**config.mk**
```make
export PLATFORM = sky130hd
export DESIGN_NAME = turn_sequencer
export DESIGN_NICKNAME = d
export VERILOG_FILES = /design/src/rtl/turn_sequencer_pkg.sv /design/src/rtl/turn_sequencer_cycle_timer.sv /design/src/rtl/turn_sequencer.sv
export SDC_FILE = /design/constraint.sdc
export NUM_CORES = 1
export LEC_CHECK = 0
export BUFFER_PORTS_ARGS = -buffer_cell sky130_fd_sc_hd__clkbuf_2
export CELL_PAD_IN_SITES_DETAIL_PLACEMENT = 0
export CELL_PAD_IN_SITES_GLOBAL_PLACEMENT = 2
export CORE_MARGIN = 10
export CORE_UTILIZATION = 34
export DETAILED_ROUTE_END_ITERATION = 8
export GPL_ROUTABILITY_DRIVEN = 0
export PLACE_DENSITY_LB_ADDON = 0.1
export SYNTH_ARGS = -nofsm -noshare
export SYNTH_HDL_FRONTEND = slang
export SYNTH_SLANG_ARGS = --single-unit
```
**constraint.sdc**
```tcl
create_clock -name clk -period 3 [get_ports clk]
set_input_delay 0.3 -clock clk [delete_from_list [all_inputs] [get_ports clk]]
set_output_delay 0.3 -clock clk [all_outputs]
set_load 0.005 [all_outputs]
```
**src/rtl/turn_sequencer_pkg.sv**
```systemverilog
// Shared types and helpers for the game-turn controller: FSM state encoding,
// default tile width and a constant-friendly ceiling-log2.
package chacha_pkg;

    localparam int TILE_W_DEF = 4;

    typedef enum logic [3:0] {
        ST_IDLE      = 4'd0,
        ST_WAIT_PICK = 4'd1,
        ST_LOAD_CTR  = 4'd2,
        ST_FETCH     = 4'd3,
        ST_LOAD_EDGE = 4'd4,
        ST_SETTLE    = 4'd5,
        ST_CHECK     = 4'd6,
        ST_REVEAL    = 4'd7,
        ST_MOVE      = 4'd8,
        ST_PASS      = 4'd9,
        ST_WIN       = 4'd10
    } state_t;

    // Bits needed to index v distinct values; never less than 1.
    function automatic int clog2(input int v);
        int r;
        r = 0;
        for (int x = v - 1; x > 0; x = x >> 1) r++;
        return (r < 1) ? 1 : r;
    endfunction

endpackage

```
**src/rtl/turn_sequencer_cycle_timer.sv**
```systemverilog
// Down-counter shared by the reveal hold and the pick timeout: load a
// count, decrement while run is high, done when the count reaches zero.
module cycle_timer #(
    parameter int W = 8
) (
    input  logic         clk,
    input  logic         rst,
    input  logic         load,
    input  logic         run,
    input  logic [W-1:0] load_val,
    output logic         done
);

    logic [W-1:0] cnt;

    always_ff @(posedge clk or posedge rst) begin
        if (rst) begin
            cnt <= '0;
        end else if (load) begin
            cnt <= load_val;
        end else if (run && (cnt != '0)) begin
            cnt <= cnt - 1'b1;
        end
    end

    assign done = (cnt == '0);

endmodule

```
**src/rtl/turn_sequencer.sv**
```systemverilog
// Game-turn controller sequencing check_same through pick, edge fetch, compare,
// reveal and move/pass. Optional pick timeout enabled by TURN_TIMEOUT_EN.
module turn_sequencer
    import chacha_pkg::*;
#(
    parameter  int NUM_PLAYERS = 2,
    parameter  int BOARD_LEN   = 24,
    parameter  int TILE_W      = TILE_W_DEF,
    parameter  int SHOW_CYCLES = 50_000_000,
    parameter  int TIMEOUT_CYC = 500_000_000,
    localparam int POS_W       = clog2(BOARD_LEN),
    localparam int PL_W        = clog2(NUM_PLAYERS)
) (
    input  logic                         clk,
    input  logic                         rst,
    input  logic                         start,
    input  logic                         pick_valid,
    input  logic [TILE_W-1:0]            pick_tile,
    output logic [POS_W-1:0]             edge_addr,
    input  logic [TILE_W-1:0]            edge_tile,
    output logic [TILE_W-1:0]            cmp_data,
    output logic                         cmp_sel,
    input  logic                         cmp_match,
    output logic [PL_W-1:0]              cur_player,
    output logic [NUM_PLAYERS*POS_W-1:0] pos_flat,
    output logic                         show,
    output logic                         winner_valid,
    output logic [PL_W-1:0]              winner
);

    localparam int STEP_W  = clog2(BOARD_LEN + 1);
    // Timer is sized for the longer of the two hold times it may be loaded with.
    localparam int TMR_MAX = (SHOW_CYCLES > TIMEOUT_CYC) ? SHOW_CYCLES : TIMEOUT_CYC;
    localparam int TMR_W   = clog2(TMR_MAX + 1);

    state_t              state;
    logic [POS_W-1:0]    pos   [NUM_PLAYERS];
    logic [STEP_W-1:0]   steps [NUM_PLAYERS];
    logic [TILE_W-1:0]   edge_q;
    logic                match_q;
    logic                tmr_load;
    logic                tmr_run;
    logic [TMR_W-1:0]    tmr_val;
    logic                tmr_done;
    logic [STEP_W-1:0]   steps_nxt;

    function automatic logic [POS_W-1:0] pos_inc(input logic [POS_W-1:0] p);
        return (p == POS_W'(BOARD_LEN - 1)) ? '0 : p + 1'b1;
    endfunction

    function automatic logic [POS_W-1:0] init_pos(input int p);
        return POS_W'(p * (BOARD_LEN / NUM_PLAYERS));
    endfunction

    assign steps_nxt = steps[cur_player] + STEP_W'(1);

    for (genvar g = 0; g < NUM_PLAYERS; g++) begin : g_flat
        assign pos_flat[g*POS_W +: POS_W] = pos[g];
    end

    always_comb begin
        tmr_load = 1'b0;
        tmr_run  = 1'b0;
        tmr_val  = TMR_W'(SHOW_CYCLES - 1);
        case (state)
            ST_CHECK:     tmr_load = 1'b1;
            ST_REVEAL:    tmr_run  = 1'b1;
`ifdef TURN_TIMEOUT_EN
            ST_WAIT_PICK: tmr_run  = 1'b1;
            // Every other state keeps the timeout preloaded, so it restarts
            // from full on each entry into WAIT_PICK.
            default: begin
                tmr_load = 1'b1;
                tmr_val  = TMR_W'(TIMEOUT_CYC - 1);
            end
`else
            default: ;
`endif
        endcase
    end

    cycle_timer #(.W(TMR_W)) u_timer (
        .clk      (clk),
        .rst      (rst),
        .load     (tmr_load),
        .run      (tmr_run),
        .load_val (tmr_val),
        .done     (tmr_done)
    );

    always_ff @(posedge clk or posedge rst) begin
        if (rst) begin
            state        <= ST_IDLE;
            cur_player   <= '0;
            for (int p = 0; p < NUM_PLAYERS; p++) begin
                pos[p]   <= init_pos(p);
                steps[p] <= '0;
            end
            edge_q       <= '0;
            match_q      <= 1'b0;
            cmp_sel      <= 1'b1;
            cmp_data     <= '0;
            edge_addr    <= '0;
            show         <= 1'b0;
            winner_valid <= 1'b0;
            winner       <= '0;
        end else begin
            case (state)
                ST_IDLE, ST_WIN: begin
                    if (start) begin
                        cur_player <= '0;
                        for (int p = 0; p < NUM_PLAYERS; p++) begin
                            pos[p]   <= init_pos(p);
                            steps[p] <= '0;
                        end
                        winner_valid <= 1'b0;
                        winner       <= '0;
                        state        <= ST_WAIT_PICK;
                    end
                end
                ST_WAIT_PICK: begin
                    if (pick_valid) begin
                        cmp_sel  <= 1'b0;
                        cmp_data <= pick_tile;
                        state    <= ST_LOAD_CTR;
`ifdef TURN_TIMEOUT_EN
                    end else if (tmr_done) begin
                        state    <= ST_PASS;
`endif
                    end
                end
                ST_LOAD_CTR: begin
                    cmp_sel   <= 1'b1;
                    cmp_data  <= edge_q;
                    edge_addr <= pos_inc(pos[cur_player]);
                    state     <= ST_FETCH;
                end
                ST_FETCH: state <= ST_LOAD_EDGE;
                ST_LOAD_EDGE: begin
                    edge_q   <= edge_tile;
                    cmp_data <= edge_tile;
                    state    <= ST_SETTLE;
                end
                ST_SETTLE: state <= ST_CHECK;
                ST_CHECK: begin
                    match_q <= cmp_match;
                    show    <= 1'b1;
                    state   <= ST_REVEAL;
                end
                ST_REVEAL: begin
                    if (tmr_done) begin
                        show  <= 1'b0;
                        state <= match_q ? ST_MOVE : ST_PASS;
                    end
                end
                ST_MOVE: begin
                    pos[cur_player]   <= pos_inc(pos[cur_player]);
                    steps[cur_player] <= steps_nxt;
                    if (steps_nxt == STEP_W'(BOARD_LEN)) begin
                        winner       <= cur_player;
                        winner_valid <= 1'b1;
                        state        <= ST_WIN;
                    end else begin
                        state        <= ST_WAIT_PICK;
                    end
                end
                ST_PASS: begin
                    cur_player <= (cur_player == PL_W'(NUM_PLAYERS - 1)) ? '0 : cur_player + 1'b1;
                    state      <= ST_WAIT_PICK;
                end
                default: state <= ST_IDLE;
            endcase
        end
    end

endmodule
```
# Word-level counts from Yosys, hierarchy flattened
# Index checks and enable logic that the tools add are counted.
[totals] elab_cells=95 regBits=72 inputBits=13 out_inout_bits=24
[classes] reduce_logical=19 n_mux=38 add_sub_neg=4 bitwise_logic=1 magnitude_cmp=2 eq_ne=16
[op_table] cell="$mux 29" n=2
[op_table] cell="$mux 5" n=8
[op_table] cell="$pmux 10 s2" n=2
[op_table] cell="$pmux 4 s10" n=1
[op_table] cell="$logic_not 29->1" n=1
[op_table] cell="$reduce_bool 29->1" n=1
[op_table] cell="$sub 29x1->29 const B" n=1
[op_table] cell="$bwmux 10" n=2
[op_table] cell="$mux 10" n=2
[op_table] cell="$mux 4" n=5
[op_table] cell="$eq 4x3->1 const B" n=4
[op_table] cell="$eq 4x4->1 const B" n=3
[op_table] cell="$pmux 4 s3" n=1
[op_table] cell="$add 5x1->5 const B" n=2
[op_table] cell="$eq 5x5->1 const B" n=2
[op_table] cell="$pmux 1 s2" n=5
[op_table] cell="$reduce_and 2->1" n=5
[op_table] cell="$reduce_bool 2->1" n=5
[op_table] cell="$mux 1" n=9
[op_table] cell="$eq 4x2->1 const B" n=2
[op_table] cell="$ne 2x2->1 const B" n=4
[op_table] cell="$reduce_and 3->1" n=2
[op_table] cell="$demux 5 s1" n=1
[op_table] cell="$eq 4x1->1 const B" n=1
[op_table] cell="8 further kinds" n=9

# Longest topological paths before layout
# Gate-level depths: netlist of the first run.
[logic_depth] ltp_word=8 depth_mapped=9 ltp_nobuf=7

# Cells and area by module
# A second synthesis of the first run with hierarchy kept.
[hier_totals] cells_unflattened=440 hier_area_um2=4207.8
[by_module_without_submodules] mod="turn_sequencer" seq_area_each_um2=1079.8 n_inst=1 cells_per_inst=242 area_per_inst_um2=2388.5
[by_module_without_submodules] mod="cycle_timer" seq_area_each_um2=725.7 n_inst=1 cells_per_inst=198 area_per_inst_um2=1819.2

# Worst setup path before layout of the first run
# Ideal clock, no wire load.
[synth_timing] path_type="register to register" start="register cur_player" end="register state[0]" period_less_slack_ns=2.566 setup_time_ns=0.121 setup_slack_ns=0.434 path_stages_with_launch=9 n_path_buf=1 arrival_time_ns=2.445 path_cell_list="dfrtp_1 > clkbuf_1 > mux2_2 > ha_1 > nand4b_1 > a21oi_1 > or2_2 > or4_1 > a22o_1"
[synth_between] elab_chain_len=8
[synth_lines] element="from (decl)" line="turn_sequencer.sv:24" source="output logic [PL_W-1:0] cur_player,"
[synth_lines] element="from (signal assigned)" line="turn_sequencer.sv:168" source="cur_player <= (cur_player == PL_W'(NUM_PLAYERS - 1)) ? '0 : cur_player + 1'b1;"
[synth_lines] element="$not 1->2 (implied by the code)" line="turn_sequencer.sv:55" source="assign steps_nxt = steps[cur_player] + STEP_W'(1);"
[synth_lines] element="$mux 5 (implied by the code) (3 in series)" line="turn_sequencer.sv:55"
[synth_lines] element="$add 5x1->5" line="turn_sequencer.sv:55"
[synth_lines] element="$eq 5x5->1" line="turn_sequencer.sv:159" source="if (steps_nxt == STEP_W'(BOARD_LEN)) begin"
[synth_lines] element="$mux 4" line="turn_sequencer.sv:159"
[synth_lines] element="$pmux 4 s10" line="turn_sequencer.sv:108" source="case (state)"
[synth_lines] element="to (signal assigned)" line="turn_sequencer.sv:153" source="state <= match_q ? ST_MOVE : ST_PASS;"
[synth_lines] element="to (decl)" line="turn_sequencer.sv:36" source="state_t state;"
# Every way passes these cells. The select of a mux whose other input is x is not followed.
# A chain may end at the register's enable or synchronous reset.

# Worst setup path in the final report of the first run
# Ends and elaborated chain as after synthesis.

==> key figures, run 1 <==
Floorplan
  – Chip width: between 100 and 150 um
  – Starting density of the core: roughly a third
  – Die area: ~17000 um2
  – Area of the core: about 12000 um2
  – I/O pins: 37
  – Die Ht: ~130 um
  – Row cnt: 39

Setup path
  – Startpoint types: register
  – Worst path bufs/invs: 0
  – Critical path capture point type: register
  – Critical Path AT: about 2.8 ns
  – Slowest cell on crit path: or4_1
  – Crit-path max cell delay: between 0.5 and 0.6 ns
  – Crit path max fanout: 7
  – Register-to-register setup slack: approximately 0.46 ns
  – CP Cell Sequence: mux2_2, ha_1, nand4b_1, and3_1, or2_2, or4_1, a22o_1
  – Required @ worst endpoint: around 3.2 ns
  – CP Class: register to register
  – Crit path max-delay family: simple AND/OR/NAND/NOR gates

STA
  – Worst Skew: about 0.0081 ns
  – RSZ-0062 raised after global routing: no
  – Period minus WS final: ~2.5 ns
  – Max_slew headroom: 46.9%
  – Worst Max-Slew Pin Slew: approximately 0.79 ns
  – Final hold vios: 0
  – Slew Limit Fails: 0
  – Final setup vio count: 0
  – TNS Setup: 0 ns
  – Fmax: 0.394 GHz
  – Final worst-path cycle share: between 80% and 90%

Placed design
  – Placed cells: approximately 600
  – Hpwl dp: 7580 um
  – IO Port Bufs: 36

CTS
  – CTS resizes: 0
  – CTS tree: done
  – Max clock buf depth: 2
  – H-tree depth: 3
  – Clock Latency Late Sink: 0.34 ns
  – Post-CTS setup buffer count: 0
  – TritonCTS Buffers: 9
  – CTS Sinks: 72
  – Clock slew at reported path FFs: about 0.06 ns
  – Hold-fix buffers at CTS: 0
  – Clk root buf: clkbuf_16

Status
  – Outcome: finished clean

Synth
  – Area contributors post-synth: dfrtp_1 43%, o21ai_0 4.9%, mux2i_1 4.5%, nand3_1 4.2%, a21oi_1 2.6%
  – Synth Register Bits: 72
  – Mean Syn Cell Area: 9.51 um2
  – Sequential area share after synthesis: around 45%
  – Synth Warn #: 0
  – Synth top area share: between 40% and 50%
  – Ys async rst share: 100%
  – Netlist cell types: between 40 and 50
  – Area leader, netlist: dfrtp_1
  – Synthesized Nets: between 400 and 500
  – Main synth FF type: dfrtp_1
  – Post-Syn Instances: ~420
  – EDFF count, synth: 0
  – Mapped cell area: approximately 4000 um2

Final layout
  – Storage cell area: ~1800 um2
  – Commonest non-fill, non-tap cell in the layout: dfrtp_1
  – Non-filler cells, final: approximately 610
  – Nets@finish: between 400 and 500
  – Final core utilization: 41.3%
  – Share of cells above drive strength 1: 20.6%
  – Area growth syn-to-layout: 18.1%
  – Multi-input gate area: approximately 2100 um2
  – Layout fillers: between 1000 and 1500
  – Most frequent cells in the layout: 69 x dfrtp_1, 39 x o21ai_0, 36 x clkbuf_2
  – Diodes inserted: 0

Route
  – First-pass DRT Iterations: 4
  – DR vias: approximately 3400
  – Vias per cell: around 5.5
  – DR WL/cell: approximately 18 um
  – Detailed-route wire length: 10800 um
  – First DRT Iteration DRCs: 203
  – Final antenna-violating net count: 0
  – Residual DRC: 0

GRT
  – Global-route wire length before repair: 17900 um
  – Total grt overflow: 0
  – Gr usage total: a little over an eighth
  – Largest net degree at the start of global routing: 45
  – Vias in the first global route: around 3300
  – Initial antenna violation count: 0

Worst hold path
  – Hold Crit Class: input port to async pin

Power
  – Power per cell area: 905 nW/um2
  – Static leakage: roughly 2.0 nW
  – Maximum vdd drop: between 0.4 and 0.5 mV

Job
  – MaxCap Viol Count: 0
## power breakdown
group	internal [mW]	switching (mW)	total [mW]	leakage (nW)
clock	0.798	0.422	1.22	0.163
combinational	0.639	0.848	1.49	0.957
sequential	1.29	0.307	1.59	0.864
total	2.72	1.58	4.30	1.98
## cells by family (layout without fill, tap and decap cells)
logic type               Yosys count  count (layout)  share of synthesized area [%]
AND/OR/NAND/NOR                  174             174                           24.5
buffers and inverters             38              86                           4.10
flip-flops                        72              72                           44.9
multiplexers                      27              27                           7.00
adder cells (fa/ha/maj)            5               5                           1.55
AO/OA/AOI/OAI                     99              99                           16.3
XOR/XNOR                           8               8                           1.74
## worst paths after layout
path                                     startpoint                  endpoint  cells after the start
max reg2reg                  cur_player$_DFFE_PP0P_      state[0]$_DFFE_PP0P_                      7
max in group asynchronous                       rst       cmp_sel$_DFFE_PP1P_                      3
min reg2reg                winner_valid$_DFFE_PP0P_  winner_valid$_DFFE_PP0P_                      1
min in group clk                          cmp_match       match_q$_DFFE_PP0P_                      3
max                          cur_player$_DFFE_PP0P_      state[0]$_DFFE_PP0P_                      7
min                                             rst      steps[8]$_DFFE_PP0P_                      2
## synth_stat cells, drive strengths merged, types with 6 or more instances
cell and n:
o21ai 39, mux2 9, o31ai 11, mux2i 18, nor2 21, or4 14
clkbuf 16, nor4 13, nand3 34, nor2b 7, nor3 12, dfrtp 69
or3 12, nand2 28, inv 18, a21oi 22, a22o 6
## stage by stage
stage	power, mW	hold slack [ns]	cell area, um2	setup slack [ns]
after global placement	3.10	0.423	4420	0.478
after CTS	4.36	0.0631	4750	0.474
after detailed placement	3.12	0.430	4420	0.490
final	4.30	0.0316	4750	0.460
after floorplan	2.58	0.405	4020	0.434
after global routing	4.64	0.0854	4750	0.329
## routing by layer
metal	global-route usage, %	up-vias	wire length, um
li1	-	1657	-
met1	19.6	1655	5610
met2	18.7	57	4550
met3	3.20	12	496
met4	5.82	0	192
met5	0	-	0
## registers in the layout, summed over array words and instances, names as in the netlist
signal        cells
state             4
match_q           1
edge_addr         5
u_timer.cnt      29
steps            10
cmp_sel           1
cmp_data          4
show              1
winner_valid      1
edge_q            4
pos_flat         10
cur_player        1
winner            1
## final cells by class
| type | count | area share (%) |
|---|---|---|
| inverter | 18 | 1.42 |
| sequential | 72 | 38.0 |
| clock buffer | 14 | 5.77 |
| timing repair buffer | 52 | 6.58 |
| clock inverter | 2 | 1.26 |
| tap | 143 | 3.77 |
| multi-input combinational | 313 | 43.2 |
## worst reg2reg max path, stage by stage, from the launching register on
cell and delay (ns):
dfrtp_1 0.42, mux2_2 0.27, ha_1 0.28, nand4b_1 0.15, and3_1 0.20, or2_2 0.31, or4_1 0.58, a22o_1 0.22
Power figures use the tool's default switching activity.
==> run 2, diff against run 1 <==
==> constraint.sdc (replaced) <==
create_clock -name clk -period 2.65 [get_ports clk]
set_input_delay 0.265 -clock clk [delete_from_list [all_inputs] [get_ports clk]]
set_output_delay 0.265 -clock clk [all_outputs]
set_load 0.005 [all_outputs]
==> run 2 against run 1 <==
The run now ends with negative hold slack left. Clock skew down 0.0034 ns. Combinational power is 20% higher. Maximum frequency is 3.4% higher.
==> key figures, run 2 (synthesis results as in run 1) <==
Placed design
  – Area after DPL: 4490 um2 (+1.5%)
  – IO Port Bufs: 36 (unchanged)
  – Hpwl dp: 7730 um (+1.9%)
  – Placed cells: 607 (+1.5%)

STA
  – Max_slew headroom: 52.1% (+5.2 points)
  – RSZ-0062 raised after global routing: no
  – Final worst-path cycle share: 92.7% (+8.1 points)
  – Fmax: 0.407 GHz (+3.4%)
  – Period minus WS final: 2.46 ns (-0.0824 ns)
  – Worst Skew: 0.00470 ns (-0.00335 ns)
  – Hold Slack: -0.00458 ns (-0.0362 ns)
  – Slew Limit Fails: 0 (unchanged)
  – Worst Max-Slew Pin Slew: 0.719 ns (-0.0754 ns)
  – Final hold vios: 2 (+2)
  – Final setup vio count: 0 (unchanged)
  – TNS Setup: 0 ns (unchanged)

Setup path
  – Slowest cell on crit path: or4_4
  – Required @ worst endpoint: 2.86 ns (-0.37 ns)
  – Crit-path max cell delay: 0.60 ns (+0.02 ns)
  – CP Cell Sequence: or4_4, or4_4, o311ai_4, buf_4, xor2_1, nand2_1
  – Critical path capture point type: register
  – CP Class: register to register
  – Startpoint types: register
  – Crit path max fanout: 16 (+9)
  – Critical Path AT: 2.67 ns (-0.10 ns)
  – Most frequent CP cell: or4_4

CTS
  – Clock slew at reported path FFs: 0.06 ns (about the same)
  – Clk root buf: clkbuf_16
  – TritonCTS Buffers: 9 (unchanged)
  – CTS tree: done
  – Hold-fix buffers at CTS: 0 (unchanged)
  – Post-CTS setup buffer count: 0 (unchanged)
  – CTS resizes: 0 (unchanged)
  – CTS Sinks: 72 (unchanged)
  – Clock Latency Late Sink: 0.34 ns (about the same)
  – Max clock buf depth: 2 (unchanged)
  – H-tree depth: 3 (unchanged)

Route
  – DR WL/cell: 17.1 um (-3.4%)
  – Vias per cell: 5.45 (-1.1%)
  – Detailed-route wire length: 10600 um (-2.0%)
  – First DRT Iteration DRCs: 253 (+25%)
  – DR vias: 3394 (+0.38%)
  – Residual DRC: 0 (unchanged)
  – Final antenna-violating net count: 0 (unchanged)
  – First-pass DRT Iterations: 4 (unchanged)

Floorplan
  – Die Ht: 129 um (unchanged)
  – Chip width: 129 um (unchanged)
  – Area of the core: 11500 um2 (unchanged)
  – I/O pins: 37 (unchanged)
  – Starting density of the core: 34.9% (unchanged)
  – Die area: 16600 um2 (unchanged)
  – Row cnt: 39 (unchanged)

GRT
  – Routing usage on met1: 19.3% (-0.26 points)
  – Total grt overflow: 0 (unchanged)
  – Largest net degree at the start of global routing: 34 (-24%)
  – Initial antenna violation count: 0 (unchanged)
  – Gr usage total: 13.3% (-0.26 points)
  – Met3 GRT Util: 3.70% (+0.49 points)
  – Global routing's busiest layer: met1
  – Vias in the first global route: 3204 (-4.0%)
  – Met2 usage in global routing: 18.1% (-0.58 points)
  – Global-route wire length before repair: 17600 um (-1.4%)

Final layout
  – Share of cells above drive strength 1: 22.3% (+1.7 points)
  – Non-filler cells, final: 623 (+1.5%)
  – Most frequent cells in the layout: 69 x dfrtp_1, 39 x o21ai_0, 36 x clkbuf_2
  – Nets@finish: 493 (+1.9%)
  – Area growth syn-to-layout: 18.6%
  – Top reg by flops: u_timer.cnt
  – Finished Cell Area: 4770 um2 (+0.39%)
  – Diodes inserted: 0 (unchanged)
  – Max reg flops: 29 (unchanged)
  – Commonest non-fill, non-tap cell in the layout: dfrtp_1

Worst hold path
  – Hold Crit Class: input port to async pin

Status
  – Outcome: finished, violations left
  – Violated checks: negative hold slack

Job
  – MaxCap Viol Count: 0 (unchanged)

Power
  – Maximum vdd drop: 0.445 mV (+10%)
  – Overall power: 4.72 mW (+9.7%)
  – Power per cell area: 989 nW/um2 (+9.3%)
  – Static leakage: 2.01 nW (+1.4%)
-- run 2: cell types whose count changed in the layout (fill, tap and decap cells not counted), sizes merged --
cell    before  now
clkinv       0    3
buf         16   25
bufinv       2    0
clkbuf      50   49
-- run 2: final cells by class --
cell class / count / area [um2]
clock buffers: 13 / 270
clock inverters: 3 / 15.0
fillers: 1129 / 6750
inverters: 18 / 67.6
multi-input cells: 313 / 2050
flip-flops and latches: 72 / 1810
well taps: 143 / 179
repair buffers: 61 / 380
-- run 2: where the power goes --
group | internal (mW) | switching (mW) | leakage (nW)
clock network | 0.706 | 0.466 | 0.145
logic | 0.770 | 1.02 | 1.00
registers | 1.46 | 0.302 | 0.864
total | 2.93 | 1.78 | 2.01
-- run 2: path summary, 6_finish.rpt --
kind	from	to	slack (ns)	cells past startpoint
max	u_timer.cnt[9]$_DFFE_PP0P_	u_timer.cnt[2]$_DFFE_PP0P_	0.19	6
min	rst	winner$_DFFE_PP0P_	-0.005	2
max reg2reg	u_timer.cnt[9]$_DFFE_PP0P_	u_timer.cnt[2]$_DFFE_PP0P_	0.19	6
min reg2reg	winner_valid$_DFFE_PP0P_	winner_valid$_DFFE_PP0P_	0.49	1
max in group asynchronous	rst	cmp_sel$_DFFE_PP1P_	1.98	3
min in group clk	cmp_match	match_q$_DFFE_PP0P_	0.12	3
-- run 2: stage by stage --
step           utilization [%]  setup slack, ns
2_1_floorplan                -           0.0838
3_3_place_gp              39.0            0.231
3_5_place_dp              39.0            0.211
4_1_cts                   41.4            0.190
5_1_grt                   41.4           0.0467
6_report                  41.4            0.193
-- run 2: per-layer routing --
metal,wire [um],share of wire (%),vias to the layer above
met1,5360,50,1638
met3,597,5.6,12
met2,4520,42,71
li1,-,-,1673
met4,155,1.5,0
met5,0,0,-
-- run 2: critical path: cells and delay by family, from the launching register on --
| family | cells | cell delay, ns |
|---|---|---|
| DFF | 1 | 0.40 |
| xor gates and xnor gates | 1 | 0.16 |
| AOI/OAI and AO/OA | 1 | 0.27 |
| and+or+nand+nor | 3 | 1.25 |
| buffers and inverters | 1 | 0.24 |
==> run 3, diff against run 2 <==
--- a/config.mk
+++ b/config.mk
@@ -13,6 +13,7 @@
 export DETAILED_ROUTE_END_ITERATION = 8
 export GPL_ROUTABILITY_DRIVEN = 0
 export PLACE_DENSITY_LB_ADDON = 0.1
+export RECOVER_POWER = 25
 export SYNTH_ARGS = -nofsm -noshare
 export SYNTH_HDL_FRONTEND = slang
 export SYNTH_SLANG_ARGS = --single-unit
==> run 3 against run 2 <==
Sequential power about the same. Global-route usage unchanged. Hold slack better by 0.12 ns. The flow now finishes without violations. Total power barely moved. Non-clock buffer count is the same. Combinational power about the same. Wire length down 0.34%. Cell area fell by 0.31%. Critical path depth up 1. Setup slack improved by 0.0054 ns.
==> key figures, run 3 (synthesis results as in run 1) <==
Job
  – MaxCap Viol Count: 0 (unchanged)

Floorplan
  – I/O pins: 37 (unchanged)
  – Starting density of the core: 34.9% (unchanged)
  – Die area: 16600 um2 (unchanged)
  – Area of the core: 11500 um2 (unchanged)
  – Die Ht: 129 um (unchanged)
  – Row cnt: 39 (unchanged)
  – Chip width: 129 um (unchanged)

Final layout
  – Non-filler cells, final: 623 (unchanged)
  – Nets@finish: 493 (unchanged)
  – Share of cells above drive strength 1: 22.1% (-0.21 points)
  – Final core utilization: 41.3% (-0.13 points)
  – Commonest non-fill, non-tap cell in the layout: dfrtp_1
  – Finished Cell Area: 4760 um2 (-0.31%)
  – Area growth syn-to-layout: 18.2%
  – Top reg by flops: u_timer.cnt
  – Diodes inserted: 0 (unchanged)
  – Max reg flops: 29 (unchanged)
  – Most frequent cells in the layout: 69 x dfrtp_1, 39 x o21ai_0, 37 x clkbuf_2

GRT
  – Initial antenna violation count: 0 (unchanged)
  – Vias in the first global route: 3204 (unchanged)
  – Global-route wire length before repair: 17600 um (unchanged)
  – Largest net degree at the start of global routing: 34 (unchanged)
  – Total grt overflow: 0 (unchanged)
  – Gr usage total: 13.3% (unchanged)

CTS
  – TritonCTS Buffers: 9 (unchanged)
  – Post-CTS setup buffer count: 0 (unchanged)
  – CTS Sinks: 72 (unchanged)
  – CTS tree: done
  – Clock slew at reported path FFs: 0.06 ns (about the same)
  – Hold-fix buffers at CTS: 0 (unchanged)
  – CTS resizes: 0 (unchanged)
  – Max clock buf depth: 2 (unchanged)
  – Clock Latency Late Sink: 0.34 ns (about the same)
  – H-tree depth: 3 (unchanged)
  – Clk root buf: clkbuf_16

STA
  – Max_slew headroom: 25.5% (-27 points)
  – TNS Setup: 0 ns (unchanged)
  – RSZ-0062 raised after global routing: no
  – Final setup vio count: 0 (unchanged)
  – Period minus WS final: 2.45 ns (-0.00538 ns)
  – Hold Slack: 0.115 ns (+0.120 ns)
  – Fmax: 0.408 GHz (+0.22%)
  – Final worst-path cycle share: 92.5% (-0.20 points)
  – Slew Limit Fails: 0 (unchanged)
  – Final setup slack of the worst path: 0.198 ns (+0.00538 ns)
  – Worst Max-Slew Pin Slew: 1.12 ns (+0.397 ns)
  – Worst Skew: 0.00512 ns (+0.000424 ns)
  – Final hold vios: 0 (-2)

Setup path
  – Startpoint types: register
  – Crit path max fanout: 7 (-9)
  – Critical path capture point type: register
  – Register-to-register setup slack: 0.20 ns (about the same)
  – CP Class: register to register
  – Required @ worst endpoint: 2.87 ns (about the same)
  – Critical Path AT: 2.67 ns (about the same)

Route
  – First DRT Iteration DRCs: 236 (-6.7%)
  – M1 WL: 5260 um (-1.8%)
  – DR WL/cell: 17.0 um (-0.34%)
  – Uppermost layer routed: met4
  – First-pass DRT Iterations: 4 (unchanged)
  – Final antenna-violating net count: 0 (unchanged)
  – Detailed-route wire length: 10600 um (-0.34%)
  – Vias per cell: 5.49 (+0.71%)
  – Met2 routed WL: 4540 um (+0.42%)
  – Residual DRC: 0 (unchanged)
  – DR WL met3: 640 um (+7.2%)
  – DR vias: 3418 (+0.71%)

Placed design
  – Area after DPL: 4490 um2 (unchanged)
  – IO Port Bufs: 36 (unchanged)
  – Hpwl dp: 7730 um (unchanged)
  – Placed cells: 607 (unchanged)
  – Post-placement worst setup slack: 0.211 ns (unchanged)

Power
  – Maximum vdd drop: 0.445 mV (about the same)
  – Overall power: 4.71 mW (about the same)
  – Static leakage: 2.01 nW (-0.21%)
  – Power per cell area: 991 nW/um2 (+0.23%)

Status
  – Outcome: finished clean

Worst hold path
  – Hold Crit Class: input port to register
## run 3: layer usage
layer | global-route usage (%) | vias to the layer above
li1 | - | 1679
met1 | 19.3 | 1651
met2 | 18.1 | 76
met3 | 3.70 | 12
met4 | 5.02 | 0
met5 | 0 | -
## run 3: worst paths after layout
path | start | end | depth (start not counted)
setup / recovery | cur_player$_DFFE_PP0P_ | state[0]$_DFFE_PP0P_ | 7
max in group asynchronous | rst | edge_addr[1]$_DFFE_PP0P_ | 3
min in group asynchronous | rst | winner$_DFFE_PP0P_ | 2
hold reg to reg | winner_valid$_DFFE_PP0P_ | winner_valid$_DFFE_PP0P_ | 1
hold / removal | cmp_match | match_q$_DFFE_PP0P_ | 3
setup reg to reg | cur_player$_DFFE_PP0P_ | state[0]$_DFFE_PP0P_ | 7
## run 3: layout make-up
type                       instances  area, um2
fill                            1131       6760
timing repair buffer              61        365
tap                              143        179
inverter                          18       67.6
multi-input combinational        313       2050
clock inverter                     3       15.0
sequential                        72       1810
clock buffer                      13        270
## run 3: report_power, final
part / leakage, nW / switching (mW) / internal (mW) / total [mW]
Combinational: 0.997 / 1.02 / 0.767 / 1.78
Clock: 0.145 / 0.465 / 0.706 / 1.17
Sequential: 0.864 / 0.302 / 1.46 / 1.76
## run 3: worst max-delay path: stages, from the launching register on
cell and delay [ns]:
dfrtp_1 0.40, mux2_2 0.25, ha_1 0.29, nand4b_1 0.15, and3_1 0.20, or2_2 0.31, or4_1 0.53, a22o_1 0.21
